**config.mk**
```make
export PLATFORM = sky130hd
export DESIGN_NAME = sweep_ctrl_flat
export DESIGN_NICKNAME = d
export VERILOG_FILES = /design/src/rtl/sweep_pkg.sv /design/src/rtl/sweep_if.sv /design/src/rtl/sweep_counter.sv /design/src/rtl/sweep_ctrl.sv /design/src/flat_wrapper.sv
export SDC_FILE = /design/constraint.sdc
export NUM_CORES = 1
export LEC_CHECK = 0
export ABC_CLOCK_PERIOD_IN_PS = 1800
export CORE_MARGIN = 5
export CORE_UTILIZATION = 39
export CTS_BUF_LIST = sky130_fd_sc_hd__clkbuf_4 sky130_fd_sc_hd__clkbuf_8
export DETAILED_ROUTE_END_ITERATION = 7
export GPL_ROUTABILITY_DRIVEN = 0
export MAX_ROUTING_LAYER = met4
export PLACE_DENSITY_LB_ADDON = 0.25
export SETUP_SLACK_MARGIN = 0.3
export SYNTH_ARGS = -nofsm -noshare
export SYNTH_HDL_FRONTEND = slang
export SYNTH_SLANG_ARGS = --single-unit
export TNS_END_PERCENT = 50
```
**constraint.sdc**
```tcl
create_clock -name clk -period 1.8 [get_ports clk]
set_input_delay 0.36 -clock clk [delete_from_list [all_inputs] [get_ports clk]]
set_output_delay 0.36 -clock clk [all_outputs]
set_load 0.05 [all_outputs]
```
**src/rtl/sweep_pkg.sv**
```systemverilog
// sweep_pkg: shared state encoding and default sizes for the sweep controller
package sweep_pkg;
  localparam int WIDTH_DEF = 4;
  localparam int DWELL_DEF = 2;
  localparam int SCNT_W = 4;
  localparam int DWELL_W = 4;
  typedef enum logic [2:0] {IDLE, UP, DWELL_HI, DOWN, DWELL_LO, DONE} state_t;
endpackage

```
**src/rtl/sweep_if.sv**
```systemverilog
// sweep_if: run request/limits in, counter and status out
interface sweep_if import sweep_pkg::*; #(parameter int WIDTH = WIDTH_DEF) ();
  logic start, abort;
  logic [WIDTH-1:0] lo_lim, hi_lim, count;
  logic [3:0] cycles;
  logic up_down, busy, done, err;
  logic [SCNT_W-1:0] sweep_cnt;
  modport master (output start, abort, lo_lim, hi_lim, cycles,
                  input count, up_down, busy, done, err, sweep_cnt);
  modport slave (input start, abort, lo_lim, hi_lim, cycles,
                 output count, up_down, busy, done, err, sweep_cnt);
endinterface

```
**src/rtl/sweep_counter.sv**
```systemverilog
// sweep_counter: loadable up/down counter; holds unless loaded or enabled
module sweep_counter #(parameter int WIDTH = 4) (
  input  logic             clk,
  input  logic             reset,
  input  logic             load,
  input  logic             en,
  input  logic             up_down,
  input  logic [WIDTH-1:0] load_val,
  output logic [WIDTH-1:0] count
);
  logic [WIDTH-1:0] count_d, count_q;
  // load wins over stepping; FSM only enables away from the limits, so no wrap
  always_comb count_d = load ? load_val : en ? (up_down ? count_q + WIDTH'(1) : count_q - WIDTH'(1)) : count_q;
  // counter register, cleared asynchronously
  always_ff @(posedge clk or negedge reset)
    if (!reset) count_q <= '0;
    else count_q <= count_d;
  assign count = count_q;
endmodule

```
**src/rtl/sweep_ctrl.sv**
```systemverilog
// sweep_ctrl: up/down sweep FSM between latched limits; SWEEP_CTRL_DWELL_EN adds turnaround dwell states
module sweep_ctrl import sweep_pkg::*; #(
  parameter int WIDTH = WIDTH_DEF,
  parameter int DWELL = DWELL_DEF
) (
  input logic    clk,
  input logic    reset,
  sweep_if.slave bus
);
  state_t state_d, state_q;
  logic [WIDTH-1:0] lo_d, lo_q, hi_d, hi_q, count;
  logic [3:0] cyc_d, cyc_q;
  logic [SCNT_W-1:0] scnt_d, scnt_q;
  logic ud_d, ud_q, err_d, err_q, load, en;
`ifdef SWEEP_CTRL_DWELL_EN
  logic [DWELL_W-1:0] dw_d, dw_q;
`endif
  if (DWELL < 1 || DWELL > 15) begin : g_dwell_chk
    $error("DWELL must be 1..15");
  end
  sweep_counter #(.WIDTH(WIDTH)) u_cnt (
    .clk(clk), .reset(reset), .load(load), .en(en), .up_down(ud_q),
    .load_val(bus.lo_lim), .count(count)
  );
  // next state, latched run parameters and counter controls; abort overrides everything
  always_comb begin
    state_d = state_q;
    lo_d = lo_q;
    hi_d = hi_q;
    cyc_d = cyc_q;
    scnt_d = scnt_q;
    ud_d = ud_q;
    err_d = 1'b0;
    load = 1'b0;
    en = 1'b0;
`ifdef SWEEP_CTRL_DWELL_EN
    dw_d = '0;
`endif
    if (bus.abort && state_q != IDLE) state_d = IDLE;
    else
      case (state_q)
        IDLE:
          if (bus.start) begin
            if (bus.lo_lim < bus.hi_lim) begin
              lo_d = bus.lo_lim;
              hi_d = bus.hi_lim;
              cyc_d = bus.cycles;
              scnt_d = '0;
              ud_d = 1'b1;
              load = 1'b1;
              state_d = UP;
            end else err_d = 1'b1;
          end
        UP:
          if (count == hi_q) begin
`ifdef SWEEP_CTRL_DWELL_EN
            state_d = DWELL_HI;
`else
            state_d = DOWN;
            ud_d = 1'b0;
`endif
          end else en = 1'b1;
`ifdef SWEEP_CTRL_DWELL_EN
        DWELL_HI:
          if (dw_q == DWELL_W'(DWELL - 1)) begin
            state_d = DOWN;
            ud_d = 1'b0;
          end else dw_d = dw_q + DWELL_W'(1);
        DWELL_LO:
          if (dw_q == DWELL_W'(DWELL - 1)) begin
            state_d = UP;
            ud_d = 1'b1;
          end else dw_d = dw_q + DWELL_W'(1);
`endif
        DOWN:
          if (count == lo_q) begin
            scnt_d = scnt_q + SCNT_W'(1);
            if (cyc_q != 4'd0 && scnt_d == cyc_q) state_d = DONE;
            else begin
`ifdef SWEEP_CTRL_DWELL_EN
              state_d = DWELL_LO;
`else
              state_d = UP;
              ud_d = 1'b1;
`endif
            end
          end else en = 1'b1;
        default: state_d = IDLE;
      endcase
  end
  // control registers, cleared asynchronously
  always_ff @(posedge clk or negedge reset)
    if (!reset) begin
      state_q <= IDLE;
      lo_q <= '0;
      hi_q <= '0;
      cyc_q <= '0;
      scnt_q <= '0;
      ud_q <= 1'b1;
      err_q <= 1'b0;
`ifdef SWEEP_CTRL_DWELL_EN
      dw_q <= '0;
`endif
    end else begin
      state_q <= state_d;
      lo_q <= lo_d;
      hi_q <= hi_d;
      cyc_q <= cyc_d;
      scnt_q <= scnt_d;
      ud_q <= ud_d;
      err_q <= err_d;
`ifdef SWEEP_CTRL_DWELL_EN
      dw_q <= dw_d;
`endif
    end
  assign bus.count = count;
  assign bus.up_down = ud_q;
  assign bus.busy = state_q != IDLE;
  assign bus.done = state_q == DONE;
  assign bus.err = err_q;
  assign bus.sweep_cnt = scnt_q;
endmodule

```
**src/flat_wrapper.sv**
```systemverilog
// flat-port wrapper written by rule: the top's interface ports become plain ports
module sweep_ctrl_flat import sweep_pkg::*;
#(
  parameter int WIDTH = WIDTH_DEF,
  parameter int DWELL = DWELL_DEF
)
  (clk, reset, bus_start, bus_abort, bus_lo_lim, bus_hi_lim, bus_cycles, bus_count, bus_up_down, bus_busy, bus_done, bus_err, bus_sweep_cnt);
  sweep_if #(.WIDTH(WIDTH)) bus_i ();
  input logic clk;
  input logic reset;
  input wire logic [$bits(bus_i.start)-1:0] bus_start;
  input wire logic [$bits(bus_i.abort)-1:0] bus_abort;
  input wire logic [$bits(bus_i.lo_lim)-1:0] bus_lo_lim;
  input wire logic [$bits(bus_i.hi_lim)-1:0] bus_hi_lim;
  input wire logic [$bits(bus_i.cycles)-1:0] bus_cycles;
  output wire logic [$bits(bus_i.count)-1:0] bus_count;
  output wire logic [$bits(bus_i.up_down)-1:0] bus_up_down;
  output wire logic [$bits(bus_i.busy)-1:0] bus_busy;
  output wire logic [$bits(bus_i.done)-1:0] bus_done;
  output wire logic [$bits(bus_i.err)-1:0] bus_err;
  output wire logic [$bits(bus_i.sweep_cnt)-1:0] bus_sweep_cnt;
  assign bus_i.start = bus_start;
  assign bus_i.abort = bus_abort;
  assign bus_i.lo_lim = bus_lo_lim;
  assign bus_i.hi_lim = bus_hi_lim;
  assign bus_i.cycles = bus_cycles;
  assign bus_count = bus_i.count;
  assign bus_up_down = bus_i.up_down;
  assign bus_busy = bus_i.busy;
  assign bus_done = bus_i.done;
  assign bus_err = bus_i.err;
  assign bus_sweep_cnt = bus_i.sweep_cnt;
  sweep_ctrl #(.WIDTH(WIDTH), .DWELL(DWELL)) u_core (.clk(clk), .reset(reset), .bus(bus_i));
endmodule
```
==> flow_summary.json <==
{
  "tritoncts": "built",
  "netlist_area_um2": 1430,
  "final_max_slew_viol_count": 0,
  "rsz0062_at_grt": "yes",
  "die_y_um": 70.6,
  "dieArea_um2": 4990,
  "ir_drop_mv": 0.694,
  "violations": "negative setup slack",
  "ant_nets": 0,
  "coreArea_um2": 3610,
  "synth_fp_nets": 156,
  "post_synth.cell_area_avg_um2": 10.8,
  "fill_cells": 256,
  "syn_to_final_growth_pct": 70.2,
  "grt_overflow": 0,
  "netlist_instances": 133,
  "grt_pass1_wl_um": 6000,
  "cts_buffers": 3,
  "final_cells": 243,
  "power_mw": 3.35,
  "grt_usage_pct": 15.7,
  "cp-end-kind": "flip-flop",
  "grt_pass1_vias": 1270,
  "drive_gt1_share_pct": 61.0,
  "antenna_found_initial": 0,
  "fp.dieW_um": 70.6,
  "layout_common_cells": "buf_4 (33), dfrtp_1 (16), xnor2_1 (10), mux2_4 (8), dfrtp_2 (8)",
  "ys.flop_type": "dfrtp_1",
  "root_buffer": "clkbuf_8",
  "clock_path_buffers": 2,
  "io_pins": 28,
  "start_util_pct": 39.7,
  "hold-worst-slack_ns": 0.436,
  "drt_iter0_markers": 41,
  "dr.pass1.iters": 4,
  "async_reset_ff_share_pct": 100,
  "power.density_nw_per_um2": 1380,
  "max_freq_mhz": 552,
  "drc": 0,
  "final_common_cell": "buf_4",
  "worstPathRequired_ns": 1.96,
  "crit_fanout": 4,
  "p_sw_mw": 1.38,
  "comb_power_share_pct": 57.5,
  "clkPwrFrac_pct": 10.6,
  "dp_hpwl_um": 2390,
  "period_needed_ns": 1.81,
  "grt_max_degree": 26,
  "dp.cells": 222,
  "setup_viol": 1,
  "synth-edff-count": 0,
  "synth_top_area_share_pct": 41.9,
  "setup_ws_ns": -0.0110,
  "synth_cell_type_count": 39,
  "seqCellArea_um2": 641,
  "drv_cap": 0,
  "hp-class": "in -> async",
  "yosysWarnings": 0,
  "cts.sinks": 25,
  "viasPerCell": 4.88,
  "synth_seq_cells": 25,
  "path_clk_slew_ns": 0.09,
  "routed_wl_um": 3780,
  "swShare_pct": 41.1,
  "rows": 22,
  "leakagePower_nw": 1.07,
  "p_seq_share_pct": 31.9,
  "power.internal_mw": 1.97,
  "htree_num_levels": 1,
  "multi_input_area_um2": 1040,
  "hold_buffers": 0,
  "tightest_slew_ns": 0.348,
  "synth.area.top_cells": "dfrtp_1 (42%), xnor2_1 (8.6%), ha_1 (5.2%)",
  "vias": 1186,
  "diodes": 0,
  "status": "complete, but fails checks",
  "critPathArrivalTime_ns": 1.97,
  "wl_per_cell_um": 15.6,
  "hold_viol": 0,
  "port_buffers": 27,
  "start_kind": "flip-flop",
  "fin_skew_ns": 0.00172,
  "fin_util_pct": 67.6,
  "synth_top_cell_by_area": "dfrtp_1",
  "fin_nets": 219,
  "period_share_pct": 101,
  "seq_area_frac_synth_pct": 43.8,
  "criticalPathCategory": "reg -> reg",
  "relSlewSlack_pct": 76.8,
  "clk_latency_ns": 0.27
}
[layer usage]
metal  track usage, %  wire length, µm  vias up
met5                -                0        -
met4             6.89               70        0
met3             2.13               80        5
met2             25.6             1990       22
met1             19.6             1640      574
li1                 -                -      585
[worst max-delay path, stage by stage, from the launching register on]
cell     delay [ns]
dfstp_4        0.65
inv_6          0.05
ha_4           0.20
a21o_1         0.16
a21oi_2        0.14
xnor2_1        0.09
nor3b_2        0.18
xnor2_1        0.15
a21oi_1        0.09
[worst paths after layout]
path | from | to | slack [ns] | cells past startpoint
setup / recovery | u_core.bus.up_down$_DFFE_PN1P_ | u_core.u_cnt.count[3]$_DFFE_PN0P_ | -0.01 | 8
hold / removal | reset | u_core.cyc_q[3]$_DFFE_PN0P_ | 0.44 | 2
setup reg to reg | u_core.bus.up_down$_DFFE_PN1P_ | u_core.u_cnt.count[3]$_DFFE_PN0P_ | -0.01 | 8
hold reg to reg | u_core.hi_q[1]$_DFFE_PN0P_ | u_core.hi_q[1]$_DFFE_PN0P_ | 0.54 | 2
max in group asynchronous | reset | u_core.bus.up_down$_DFFE_PN1P_ | 1.07 | 2
min in group clk | bus_hi_lim[2] | u_core.hi_q[2]$_DFFE_PN0P_ | 0.44 | 4
[cells by family after synthesis]
logic type               after synthesis  share of synthesized area, %
AND/OR/NAND/NOR                       38                          14.7
XOR/XNOR                              17                          10.4
multiplexers                          10                          7.69
AO/OA/AOI/OAI                         27                          14.5
buffers and inverters                  9                          2.36
flip-flops                            25                          43.8
adder cells (fa/ha/maj)                7                          6.64
[state kept, by name, summed over array words and instances (netlist names)]
| register | cells |
|---|---|
| u_core.bus.err | 1 |
| u_core.bus.sweep_cnt | 4 |
| u_core.bus.up_down | 1 |
| u_core.cyc_q | 4 |
| u_core.hi_q | 4 |
| u_core.lo_q | 4 |
| u_core.state_q | 3 |
| u_core.u_cnt.count | 4 |
[stage by stage]
stage | worst slack (ns) | setup TNS, ns | cell area [µm²]
after global routing | -0.0998 | -0.0998 | 2440
after global placement | -0.695 | -13.87 | 1970
final | -0.0110 | -0.0110 | 2440
after floorplan | -0.0755 | -0.161 | 1550
after detailed placement | -0.751 | -15.15 | 1970
after CTS | -0.0324 | -0.0324 | 2190
[cells in the mapped netlist, drive strengths merged (2+ instances only)]
library cell and number:
dfrtp 24, xnor2 14, o21ai 12, nand2 10, mux2 8, nor2 8
inv 7, ha 6, a21oi 5, nand2b 4, nor3 4, xor2 3
clkbuf 2, mux2i 2, nand3 2, nor2b 2, nor3b 2, o211ai 2
o31ai 2
[power by group through the flow]
stage | Clock (mW) | Sequential [mW] | Combinational (mW)
6_report | 0.355 | 1.07 | 1.93
5_1_grt | 0.390 | 1.10 | 2.07
4_1_cts | 0.361 | 1.03 | 1.67
3_5_place_dp | 0 | 1.04 | 1.49
3_3_place_gp | 0 | 1.02 | 1.46
2_1_floorplan | 0 | 1.21 | 0.838
[timing repair]
item / 4_1_cts / 5_1_grt
gates cloned: 2 / 1
setup endpoints to repair: 27 / 25
setup buffers: 7 / 7
endpoints found under the hold margin: 0 / 0
resized for setup: 59 / 42
pin swaps: 14 / 19
[area by class of cell]
cell class | count | share of cell area, %
sequential | 25 | 26.3
timing repair buffer | 60 | 24.9
multi-input combinational | 99 | 42.6
inverter | 7 | 1.80
clock buffer | 4 | 2.00
tap | 48 | 2.46
Note: power is estimated with default switching activity, not from simulation.
